<file path="src/rtl/bcd_time_sequencer_pkg.sv">
// Shared definitions for the BCD time sequencer: FSM state encodings,
// the blank digit code for the segment decoder, and default field maxima.
package bcd_time_sequencer_pkg;

    typedef enum logic [2:0] {
        IDLE   = 3'd0,
        CONV_H = 3'd1,
        CONV_M = 3'd2,
        CONV_S = 3'd3,
        COMMIT = 3'd4
    } seq_state_e;

    // Digit code that the segment decoder renders as an unlit digit
    localparam logic [3:0] BCD_BLANK = 4'hF;

    localparam int unsigned HOURS_MAX_DEF  = 23;
    localparam int unsigned MINSEC_MAX_DEF = 59;

endpackage

</file>
<file path="src/rtl/bcd_time_sequencer_bin_to_bcd.sv">
// Combinational 6-bit binary to two-digit BCD converter ({tens, ones}).
// Covers 0..63 and has no clamping, so 63 becomes 8'h63.
module bin_to_bcd (
    input  logic [5:0] i_bin,
    output logic [7:0] o_bcd
);

    // ge_tens[k] is set when the input is at least k*10
    logic [6:1] ge_tens;
    logic [3:0] tens;
    logic [5:0] tens_x10;

    generate
        for (genvar gi = 1; gi <= 6; gi++) begin : g_ge_tens
            assign ge_tens[gi] = (i_bin >= 6'(gi * 10));
        end
    endgenerate

    // The flags are thermometer-coded, so the tens digit is their population count
    always_comb begin
        tens = 4'd0;
        for (int i = 1; i <= 6; i++) begin
            tens = tens + {3'b000, ge_tens[i]};
        end
        case (tens)
            4'd1:    tens_x10 = 6'd10;
            4'd2:    tens_x10 = 6'd20;
            4'd3:    tens_x10 = 6'd30;
            4'd4:    tens_x10 = 6'd40;
            4'd5:    tens_x10 = 6'd50;
            4'd6:    tens_x10 = 6'd60;
            default: tens_x10 = 6'd0;
        endcase
        o_bcd = {tens, 4'(i_bin - tens_x10)};
    end

endmodule

</file>
<file path="src/rtl/bcd_time_sequencer.sv">
// Converts hours/minutes/seconds to BCD through one shared converter, one
// field per cycle, then commits all six digits at once so the display never
// shows a mix of old and new time.
// Optional build macro: BCD_LEADING_ZERO_BLANK_EN blanks a zero hours tens digit.
module bcd_time_sequencer
    import bcd_time_sequencer_pkg::*;
#(
    parameter int unsigned HOURS_MAX  = HOURS_MAX_DEF,
    parameter int unsigned MINSEC_MAX = MINSEC_MAX_DEF
) (
    input  logic       i_clk,
    input  logic       i_reset_n,
    input  logic       i_refresh_stb,
    input  logic [5:0] i_hours,
    input  logic [5:0] i_minutes,
    input  logic [5:0] i_seconds,
    output logic       o_busy,
    output logic       o_valid_stb,
    output logic       o_range_err,
    output logic [7:0] o_hours_bcd,
    output logic [7:0] o_minutes_bcd,
    output logic [7:0] o_seconds_bcd
);

    seq_state_e state_q, state_d;
    logic       pending_q, pending_d;

    logic [5:0] h_snap_q, m_snap_q, s_snap_q;
    logic [7:0] h_shadow_q, m_shadow_q, s_shadow_q;
    logic [7:0] hours_bcd_q, minutes_bcd_q, seconds_bcd_q;
    logic       valid_q, range_err_q;

    logic       start, cap_h, cap_m, cap_s, commit;
    logic [5:0] conv_bin;
    logic [7:0] conv_bcd;
    logic [7:0] hours_commit;
    logic       range_now;

    bin_to_bcd u_bin_to_bcd (
        .i_bin (conv_bin),
        .o_bcd (conv_bcd)
    );

    // State and pending-request registers
    always_ff @(posedge i_clk) begin
        if (!i_reset_n) begin
            state_q   <= IDLE;
            pending_q <= 1'b0;
        end else begin
            state_q   <= state_d;
            pending_q <= pending_d;
        end
    end

    // Next-state: walk the three fields then commit; strobes seen while busy coalesce into pending
    always_comb begin
        state_d   = state_q;
        pending_d = pending_q;
        case (state_q)
            IDLE: begin
                if (i_refresh_stb || pending_q) begin
                    state_d   = CONV_H;
                    pending_d = 1'b0;
                end
            end
            CONV_H:  state_d = CONV_M;
            CONV_M:  state_d = CONV_S;
            CONV_S:  state_d = COMMIT;
            COMMIT:  state_d = IDLE;
            default: state_d = IDLE;
        endcase
        if (state_q != IDLE && i_refresh_stb) begin
            pending_d = 1'b1;
        end
    end

    // Per-state controls: converter input mux and capture/commit enables
    always_comb begin
        o_busy   = (state_q != IDLE);
        start    = (state_q == IDLE) && (i_refresh_stb || pending_q);
        cap_h    = (state_q == CONV_H);
        cap_m    = (state_q == CONV_M);
        cap_s    = (state_q == CONV_S);
        commit   = (state_q == COMMIT);
        conv_bin = 6'd0;
        case (state_q)
            CONV_H:  conv_bin = h_snap_q;
            CONV_M:  conv_bin = m_snap_q;
            CONV_S:  conv_bin = s_snap_q;
            default: conv_bin = 6'd0;
        endcase
    end

    // Range flag and committed hours value, both taken from the snapshot of this sequence
    always_comb begin
        range_now = ({26'd0, h_snap_q} > HOURS_MAX) ||
                    ({26'd0, m_snap_q} > MINSEC_MAX) ||
                    ({26'd0, s_snap_q} > MINSEC_MAX);
        hours_commit = h_shadow_q;
`ifdef BCD_LEADING_ZERO_BLANK_EN
        if (h_shadow_q[7:4] == 4'd0) begin
            hours_commit[7:4] = BCD_BLANK;
        end
`else
        // Digits pass through unchanged
`endif
    end

    // Snapshot, shadow capture and atomic output commit
    always_ff @(posedge i_clk) begin
        if (!i_reset_n) begin
            h_snap_q      <= 6'd0;
            m_snap_q      <= 6'd0;
            s_snap_q      <= 6'd0;
            h_shadow_q    <= 8'd0;
            m_shadow_q    <= 8'd0;
            s_shadow_q    <= 8'd0;
            hours_bcd_q   <= 8'd0;
            minutes_bcd_q <= 8'd0;
            seconds_bcd_q <= 8'd0;
            valid_q       <= 1'b0;
            range_err_q   <= 1'b0;
        end else begin
            valid_q <= commit;
            if (start) begin
                h_snap_q <= i_hours;
                m_snap_q <= i_minutes;
                s_snap_q <= i_seconds;
            end
            if (cap_h) h_shadow_q <= conv_bcd;
            if (cap_m) m_shadow_q <= conv_bcd;
            if (cap_s) s_shadow_q <= conv_bcd;
            if (commit) begin
                hours_bcd_q   <= hours_commit;
                minutes_bcd_q <= m_shadow_q;
                seconds_bcd_q <= s_shadow_q;
                range_err_q   <= range_now;
            end
        end
    end

    assign o_valid_stb   = valid_q;
    assign o_range_err   = range_err_q;
    assign o_hours_bcd   = hours_bcd_q;
    assign o_minutes_bcd = minutes_bcd_q;
    assign o_seconds_bcd = seconds_bcd_q;

endmodule

</file>
<file path="config.mk">
export PLATFORM = sky130hd
export DESIGN_NAME = bcd_time_sequencer
export DESIGN_NICKNAME = d
export VERILOG_FILES = /design/src/rtl/bcd_time_sequencer_pkg.sv /design/src/rtl/bcd_time_sequencer_bin_to_bcd.sv /design/src/rtl/bcd_time_sequencer.sv
export SDC_FILE = /design/constraint.sdc
export NUM_CORES = 1
export LEC_CHECK = 0
export BUFFER_PORTS_ARGS = -buffer_cell sky130_fd_sc_hd__buf_4
export CELL_PAD_IN_SITES_DETAIL_PLACEMENT = 0
export CELL_PAD_IN_SITES_GLOBAL_PLACEMENT = 1
export CORE_MARGIN = 2
export CORE_UTILIZATION = 46
export CTS_BUF_LIST = sky130_fd_sc_hd__clkbuf_4 sky130_fd_sc_hd__clkbuf_8
export DETAILED_ROUTE_END_ITERATION = 12
export PLACE_DENSITY = 0.93
export SETUP_SLACK_MARGIN = 0.05
export SKIP_LAST_GASP = 1
export SYNTH_ARGS = -nofsm -noshare
export SYNTH_HDL_FRONTEND = slang
export SYNTH_SLANG_ARGS = --single-unit
</file>
<file path="constraint.sdc">
create_clock -name i_clk -period 10.4 [get_ports i_clk]
set_clock_uncertainty 0.05 [all_clocks]
set_input_delay 2.08 -clock i_clk [delete_from_list [all_inputs] [get_ports i_clk]]
set_output_delay 2.08 -clock i_clk [all_outputs]
set_load 0.02 [all_outputs]
</file>
==> results.toml, run 1 <==
[run_status]
status = "finished clean"

[clock_tree]
cts_inserted_buffers = 9
clock-sinks = 66
cts.repair.resized = 0
post_cts_buffers = 0
root_buffer = "clkbuf_8"
ctsHtreeMaxLevel = 3
clock_latency_ns = 0.35
cts.clk_slew.worst_paths_ns = 0.07
cts_tree = "done"
clock_path_buffers = 2
cts.hold.buffers_added = 0

[logic_synthesis]
synth_simple_gate_area_share_pct = 19.82
synth_cell_types = 47
ys_warn_count = 0
synth-seq-cells = 66
synthMuxAreaShare_pct = 4.107
synth_fa_ha_area_share_pct = 3.750
syn-instance-count = 326
synth-compound-area-share_pct = 16.52
synth_xor_area_share_pct = 1.250
ys.flop_type = "dfxtp_1"
synth_top_family_by_area = "simple AND/OR/NAND/NOR gates"
syn_area_mm2 = 0.002803
synth_edf_count = 0
synth_area_per_cell_um2 = 8.597
async_flop_share_pct = 0
seq_area_frac_synth_pct = 47.14

[grt]
grt_max_degree = 39
grt_pass1_wl_um = 9128
gr-total-overflow = 0
grt.total_usage_pct = 18.28
antenna_found_initial = 0
grt_pass1_vias = 2008

[die]
coreArea_mm2 = 0.005921
row_count = 28
chipHeight_um = 82.06
die_area_mm2 = 0.006733
initial_core_util_pct = 47.34
io_pins = 48
die_width_um = 82.06

[layout]
drive_above_1_share_pct = 19.45
area_growth_pct = 16.16
antennaDiodeCount = 0
postLayoutCellArea_mm2 = 0.003256
final_util_pct = 54.99
fin_nets = 387

[worst_setup_path]
reg2reg_setup_slack_ns = 5.21
slowest_delay_ns = 0.80
cpMostUsedCell = "fa_1"
worstSetupPathDepth = 16
cp-end-kind = "flip-flop"
cp-endpoint = "h_shadow_q[3]"
reg2reg_from = "state_q[0]"
crit_slowest_cell = "dfxtp_1"
critical_path_class = "flip-flop to flip-flop"
required_ns = 10.59
cpLargestDelayFamily = "adder cells"
timing.rr.end = "h_shadow_q[3]"
crit_path_start = "state_q[0]"
arrival_ns = 5.38
crit_buf_inv = 2
cp-start-kind = "flip-flop"
crit_chain = "mux2i_1 -> a211oi_1 -> or2_1 -> a211o_1 -> ha_1 -> inv_1 -> fa_1 -> fa_1 -> inv_1 -> fa_1 -> a21boi_0 -> fa_1 -> xnor2_1 -> xnor2_1 -> nor4_1 -> a311o_1"
crit_fanout = 18
rr_worst_depth = 16

[pwr]
pwr-share-seq_pct = 48.0
power.switching_uw = 178.6
p_leak_uw = 0.001303
vdd_drop_max_mv = 0.09395
combPwrFrac_pct = 19.4
intPower_uw = 415.3
power_frac_clock_pct = 32.6
powerDensity_mw_per_mm2 = 182.4
switching_share_pct = 30.07

[sta]
finalHoldWorstSlack_ns = 0.4019
final.period_utilization_pct = 49.92
setup_tns_ns = 0
final-setup-viol-count = 0
finalMaxSlewViolations = 0
max_slew_margin_pct = 46.41
rsz0062_at_grt = "false"
worst_pin_slew_ns = 0.8038
hold_violations = 0
fmax_mhz = 192.6
finalCriticalPeriod_ns = 5.191

[placed_design]
port_buffers = 44
placed_area_mm2 = 0.003075
dp.final_hpwl_um = 3898
gp_congestion = 0.8279

[min_path]
hp-class = "flip-flop to flip-flop"

[drt]
ant_nets = 0
routed_via_density = 4.991
drt_iter0_drc = 69
first_pass_iters = 4
num_vias = 2196
wire_per_inst_um = 12.51
drcViolationCount = 0
wirelength_um = 5505

[run]
maxCapViolCount = 0
[per-stage QoR]
step                setup slack (ns)  power (uW)  cells
global placement               5.362       402.3    424
CTS                            5.199       599.4    440
detailed placement             5.211       406.6    424
floorplan                      5.871       382.2    328
finish                         5.209       593.9    440
global route                   4.869       626.0    440
[cells by family after synthesis]
kind of cell | count (synthesis)
AND/OR/NAND/NOR | 127
AO/OA/AOI/OAI | 77
flip-flops | 66
buffers and inverters | 34
multiplexers | 11
adder cells (fa/ha/maj) | 6
XOR/XNOR | 4
other | 1
[metal layers]
metal  vias up  GRT usage, %  wire length (um)  part of all wire [%]
met2        42         29.59              2518                    46
met3         9         6.484               273                   5.0
li1       1156             -                 -                     -
met4         0         8.000               102                   1.9
met5         -             0                 0                     0
met1       989         21.83              2610                    47
[Yosys cell counts (all sizes together), types with 2 or more instances]
cell type | n | area (um^2)
clkbuf | 7 | 26.28
o21ai | 5 | 28.78
nor2 | 25 | 101.4
nand2 | 82 | 307.8
nor4bb | 2 | 20.02
dfxtp | 66 | 1321
nor3 | 3 | 26.28
and2 | 3 | 18.77
a211oi | 12 | 95.09
nand2b | 4 | 25.02
mux2i | 10 | 103.9
inv | 9 | 33.79
xnor2 | 4 | 35.03
buf | 17 | 140.1
fa | 4 | 80.08
a21oi | 50 | 254.0
ha | 2 | 25.02
[placed cells by master, fill, tap and decap left out, drive strengths merged, types with 2 or more instances in the layout]
cell type  instances
nand2             82
and2               3
inv                9
clkinv             6
nor4bb             2
nor2              25
buf               45
o21ai              5
nand2b             4
nor3               3
a21oi             50
xnor2              4
a211oi            12
dfxtp             66
ha                 2
mux2i             10
conb               3
fa                 4
clkbuf            11
[area by class of cell]
class / count / area (um^2)
clock buffers: 11 / 151.4
repair buffers: 45 / 337.8
flip-flops and latches: 66 / 1321
fillers: 568 / 2665
multi-input cells: 228 / 1285
inverters: 10 / 37.54
well taps: 75 / 93.84
clock inverters: 5 / 28.78
[power groups by stage]
stage	registers [uW]	clock network, uW	logic [uW]
floorplan	281	0	101
global placement	290	0	112
detailed placement	291	0	116
CTS	285	198	116
global route	288	209	130
finish	285	193	115
[worst min-delay path by stage]
stage	start	end	slack, ns	cells past startpoint
floorplan	m_shadow_q[3]	o_minutes_bcd[3]	0.38	2
global placement	s_shadow_q[0]	o_seconds_bcd[0]	0.39	2
detailed placement	h_snap_q[0]	h_snap_q[0]	0.39	2
CTS	h_snap_q[0]	h_snap_q[0]	0.40	2
global route	s_snap_q[0]	s_snap_q[0]	0.43	2
finish	h_snap_q[0]	h_snap_q[0]	0.40	2
[worst min-delay path: stages (launching register included)]
cell and delay, ns:
dfxtp_1 0.31, nand2_1 0.05, a21oi_1 0.05
[registers in the layout, indices dropped and copies added, names as in the netlist, 3 cells and up]
register,flops
state_q,3
o_minutes_bcd,7
o_hours_bcd,7
h_shadow_q,7
h_snap_q,6
s_shadow_q,7
s_snap_q,6
m_snap_q,6
o_seconds_bcd,7
m_shadow_q,7
No activity file was read; power rests on OpenSTA's default activity.
==> run 2, diff against run 1 <==
Settings changed: ABC_AREA set to 1, CORE_UTILIZATION 46 to 38, PLACE_DENSITY 0.93 to 0.85.
Clock period 10.4 ns to 4.6 ns, I/O delays scaled along.
==> run 2 against run 1 <==
Clock-buffer cell count grew 1. Largest cell class unchanged. Via count is 3.4% higher. Final cell count increased by 10%. Flip-flop and latch count is the same. Global-route usage down 1.9 points. Combinational power increased by 85%. Critical path type unchanged. First-iteration DRC count up 29%.
==> results.toml, run 2 <==
[grt]
grt_max_degree = 60
met1_usage_pct = 20.26
met3_usage_pct = 5.224
grt.total_usage_pct = 16.35
antenna_found_initial = 0
grt_pass1_vias = 2138
gr-total-overflow = 0
grt-busiest-layer = "met2"
use_met2_pct = 25.56
grt_pass1_wl_um = 9666

[sta]
max_slew_margin_pct = 48.87
worst_pin_slew_ns = 0.7641
final-setup-viol-count = 0
setup_tns_ns = 0
final.period_utilization_pct = 91.18
finalCriticalPeriod_ns = 4.194
hold_violations = 0
finalMaxSlewViolations = 0
fmax_mhz = 238.4
rsz0062_at_grt = "false"

[die]
row_count = 30
coreArea_mm2 = 0.006832
initial_core_util_pct = 39.67
die_area_mm2 = 0.007823
die_width_um = 88.45
io_pins = 48
chipHeight_um = 88.45

[worst_setup_path]
cp-start-kind = "flip-flop"
cp-end-kind = "flip-flop"
crit_buf_inv = 5
critical_path_class = "flip-flop to flip-flop"
slowest_delay_ns = 0.51
rr_worst_depth = 21
crit_chain = "nand3_2 -> nor2_1 -> nor2_1 -> nand2_1 -> inv_1 -> o21bai_1 -> ha_1 -> inv_1 -> fa_1 -> fa_1 -> inv_1 -> fa_1 -> a21boi_0 -> fa_1 -> inv_1 -> nand2_1 -> nand2_1 -> inv_1 -> nand2_1 -> nand2_1 -> a21oi_1"
reg2reg_setup_slack_ns = 0.41
timing.rr.end = "m_shadow_q[3]"
crit_fanout = 7
cpLargestDelayFamily = "adder cells"
reg2reg_from = "state_q[0]"
arrival_ns = 4.42
crit_slowest_cell = "dfxtp_1"
required_ns = 4.83
worstSetupPathDepth = 21
crit_path_start = "state_q[0]"

[placed_design]
gp_congestion = 0.9225
port_buffers = 44
dp.final_hpwl_um = 3976
placed_area_mm2 = 0.003077

[layout]
final_util_pct = 48.72
regArea_mm2 = 0.001323
multi_input_area_mm2 = 0.001130
area_growth_pct = 22.81
nFillCells = 702
final_common_cell = "dfxtp_1"
fin_nets = 411
postLayoutCellArea_mm2 = 0.003328
layout_common_cells = "65 x dfxtp_1, 52 x nor2_1, 48 x o21ai_0, 48 x buf_4, 45 x a21oi_1"
antennaDiodeCount = 0
drive_above_1_share_pct = 20.05

[drt]
ant_nets = 0
num_vias = 2270
routed_via_density = 4.680
first_pass_iters = 4
wire_per_inst_um = 11.88
drcViolationCount = 0
drt_iter0_drc = 89
wirelength_um = 5760

[pwr]
powerDensity_mw_per_mm2 = 426.2
p_leak_uw = 0.001491
power_uw = 1418
vdd_drop_max_mv = 0.1519

[clock_tree]
clock_latency_ns = 0.35
clock-sinks = 66
post_cts_buffers = 0
cts.clk_slew.worst_paths_ns = 0.07
cts_inserted_buffers = 9
root_buffer = "clkbuf_8"
ctsHtreeMaxLevel = 3
clock_path_buffers = 2
cts_tree = "done"

[logic_synthesis]
async_flop_share_pct = 0
synth_edf_count = 0
synthTopCellsByCount = "66 x dfxtp_1, 52 x nor2_1, 48 x o21ai_0"
yosys.area.top_type_share_pct = 48.75
syn_area_mm2 = 0.002710
ys_warn_count = 0
yosys.area.top_type = "dfxtp_1"
synth_area_leaders = "dfxtp_1 49%, o21ai_0 8.9%, a21oi_1 8.3%"
seq_area_frac_synth_pct = 48.75
synth_cell_types = 28
ys.flop_type = "dfxtp_1"
synth_area_per_cell_um2 = 7.924
yosysMostFrequentCell = "dfxtp_1"
syn-instance-count = 342
synth-seq-cells = 66

[min_path]
holdPathStages = 2
hp-class = "flip-flop to flip-flop"
hold_path.startpoint = "h_snap_q[2]"
whs_endpoint = "h_snap_q[2]"

[run]
maxCapViolCount = 0

[run_status]
status = "finished clean"
run 2: cell types whose count changed after synthesis, sizes merged, moves of 5 or more:
cell,previous run,this run
nor2,25,54
o21ai,5,60
nand2,82,29
nand3,1,8
a211oi,12,1
inv,9,42
a21oi,50,45
mux2i,10,0
buf,17,12
run 2: area by class of cell:
| cell class | count | share of cell area [%] |
|---|---|---|
| Sequential cell | 66 | 39.74 |
| Multi-Input combinational cell | 217 | 33.95 |
| Timing Repair Buffer | 48 | 10.83 |
| Clock buffer | 12 | 4.962 |
| Inverter | 42 | 4.737 |
| Tap cell | 96 | 3.609 |
| Clock inverter | 4 | 2.180 |
run 2: worst min-delay path, delay by kind of cell (launching register included):
family / cells / cell delay (ns)
buffers and inverters: 1 / 0.05
AO/OA/AOI/OAI: 1 / 0.05
flip-flops: 1 / 0.31
run 2: worst max-delay path by stage:
stage	to	slack, ns
detailed placement	m_shadow_q[3]	0.31
CTS	m_shadow_q[3]	0.28
finish	m_shadow_q[3]	0.41
floorplan	h_shadow_q[3]	0.73
global placement	s_shadow_q[3]	0.40
global route	s_shadow_q[3]	0.06
run 2: per-stage QoR:
stage               setup slack, ns  hold slack [ns]  cells
finish                       0.4056           0.3975    485
global route                0.05711           0.4356    485
detailed placement           0.3050           0.3898    469
CTS                          0.2844           0.4005    485
global placement             0.3955           0.3892    469
floorplan                    0.7303           0.3705    344
run 2: report_power, final:
part           switching, uW  internal (uW)
registers               26.6            613
clock network            217            348
logic                    133           80.3
total                    376           1040
run 2: kinds of logic (layout without fill, tap and decap cells):
kind of cell	Yosys count	count (layout)	share of synthesized area (%)
DFF	66	66	48.75
adders and majority gates	6	6	3.878
and+or+nand+nor	98	98	15.33
other	1	3	0.1384
buffers and inverters	61	106	10.48
AOI/OAI and AO/OA	110	110	21.42
run 2: repair_timing:
action,in CTS,in global routing
setup endpoints to repair,0,3
resized for setup,0,5
hold buffers,0,0
run 2: metal layers:
metal | wire length [um] | part of all wire (%) | vias up
li1 | - | - | 1192
met1 | 2773 | 48 | 1021
met2 | 2594 | 45 | 47
met3 | 256 | 4.4 | 10
met4 | 136 | 2.4 | 0
met5 | 0 | 0 | -
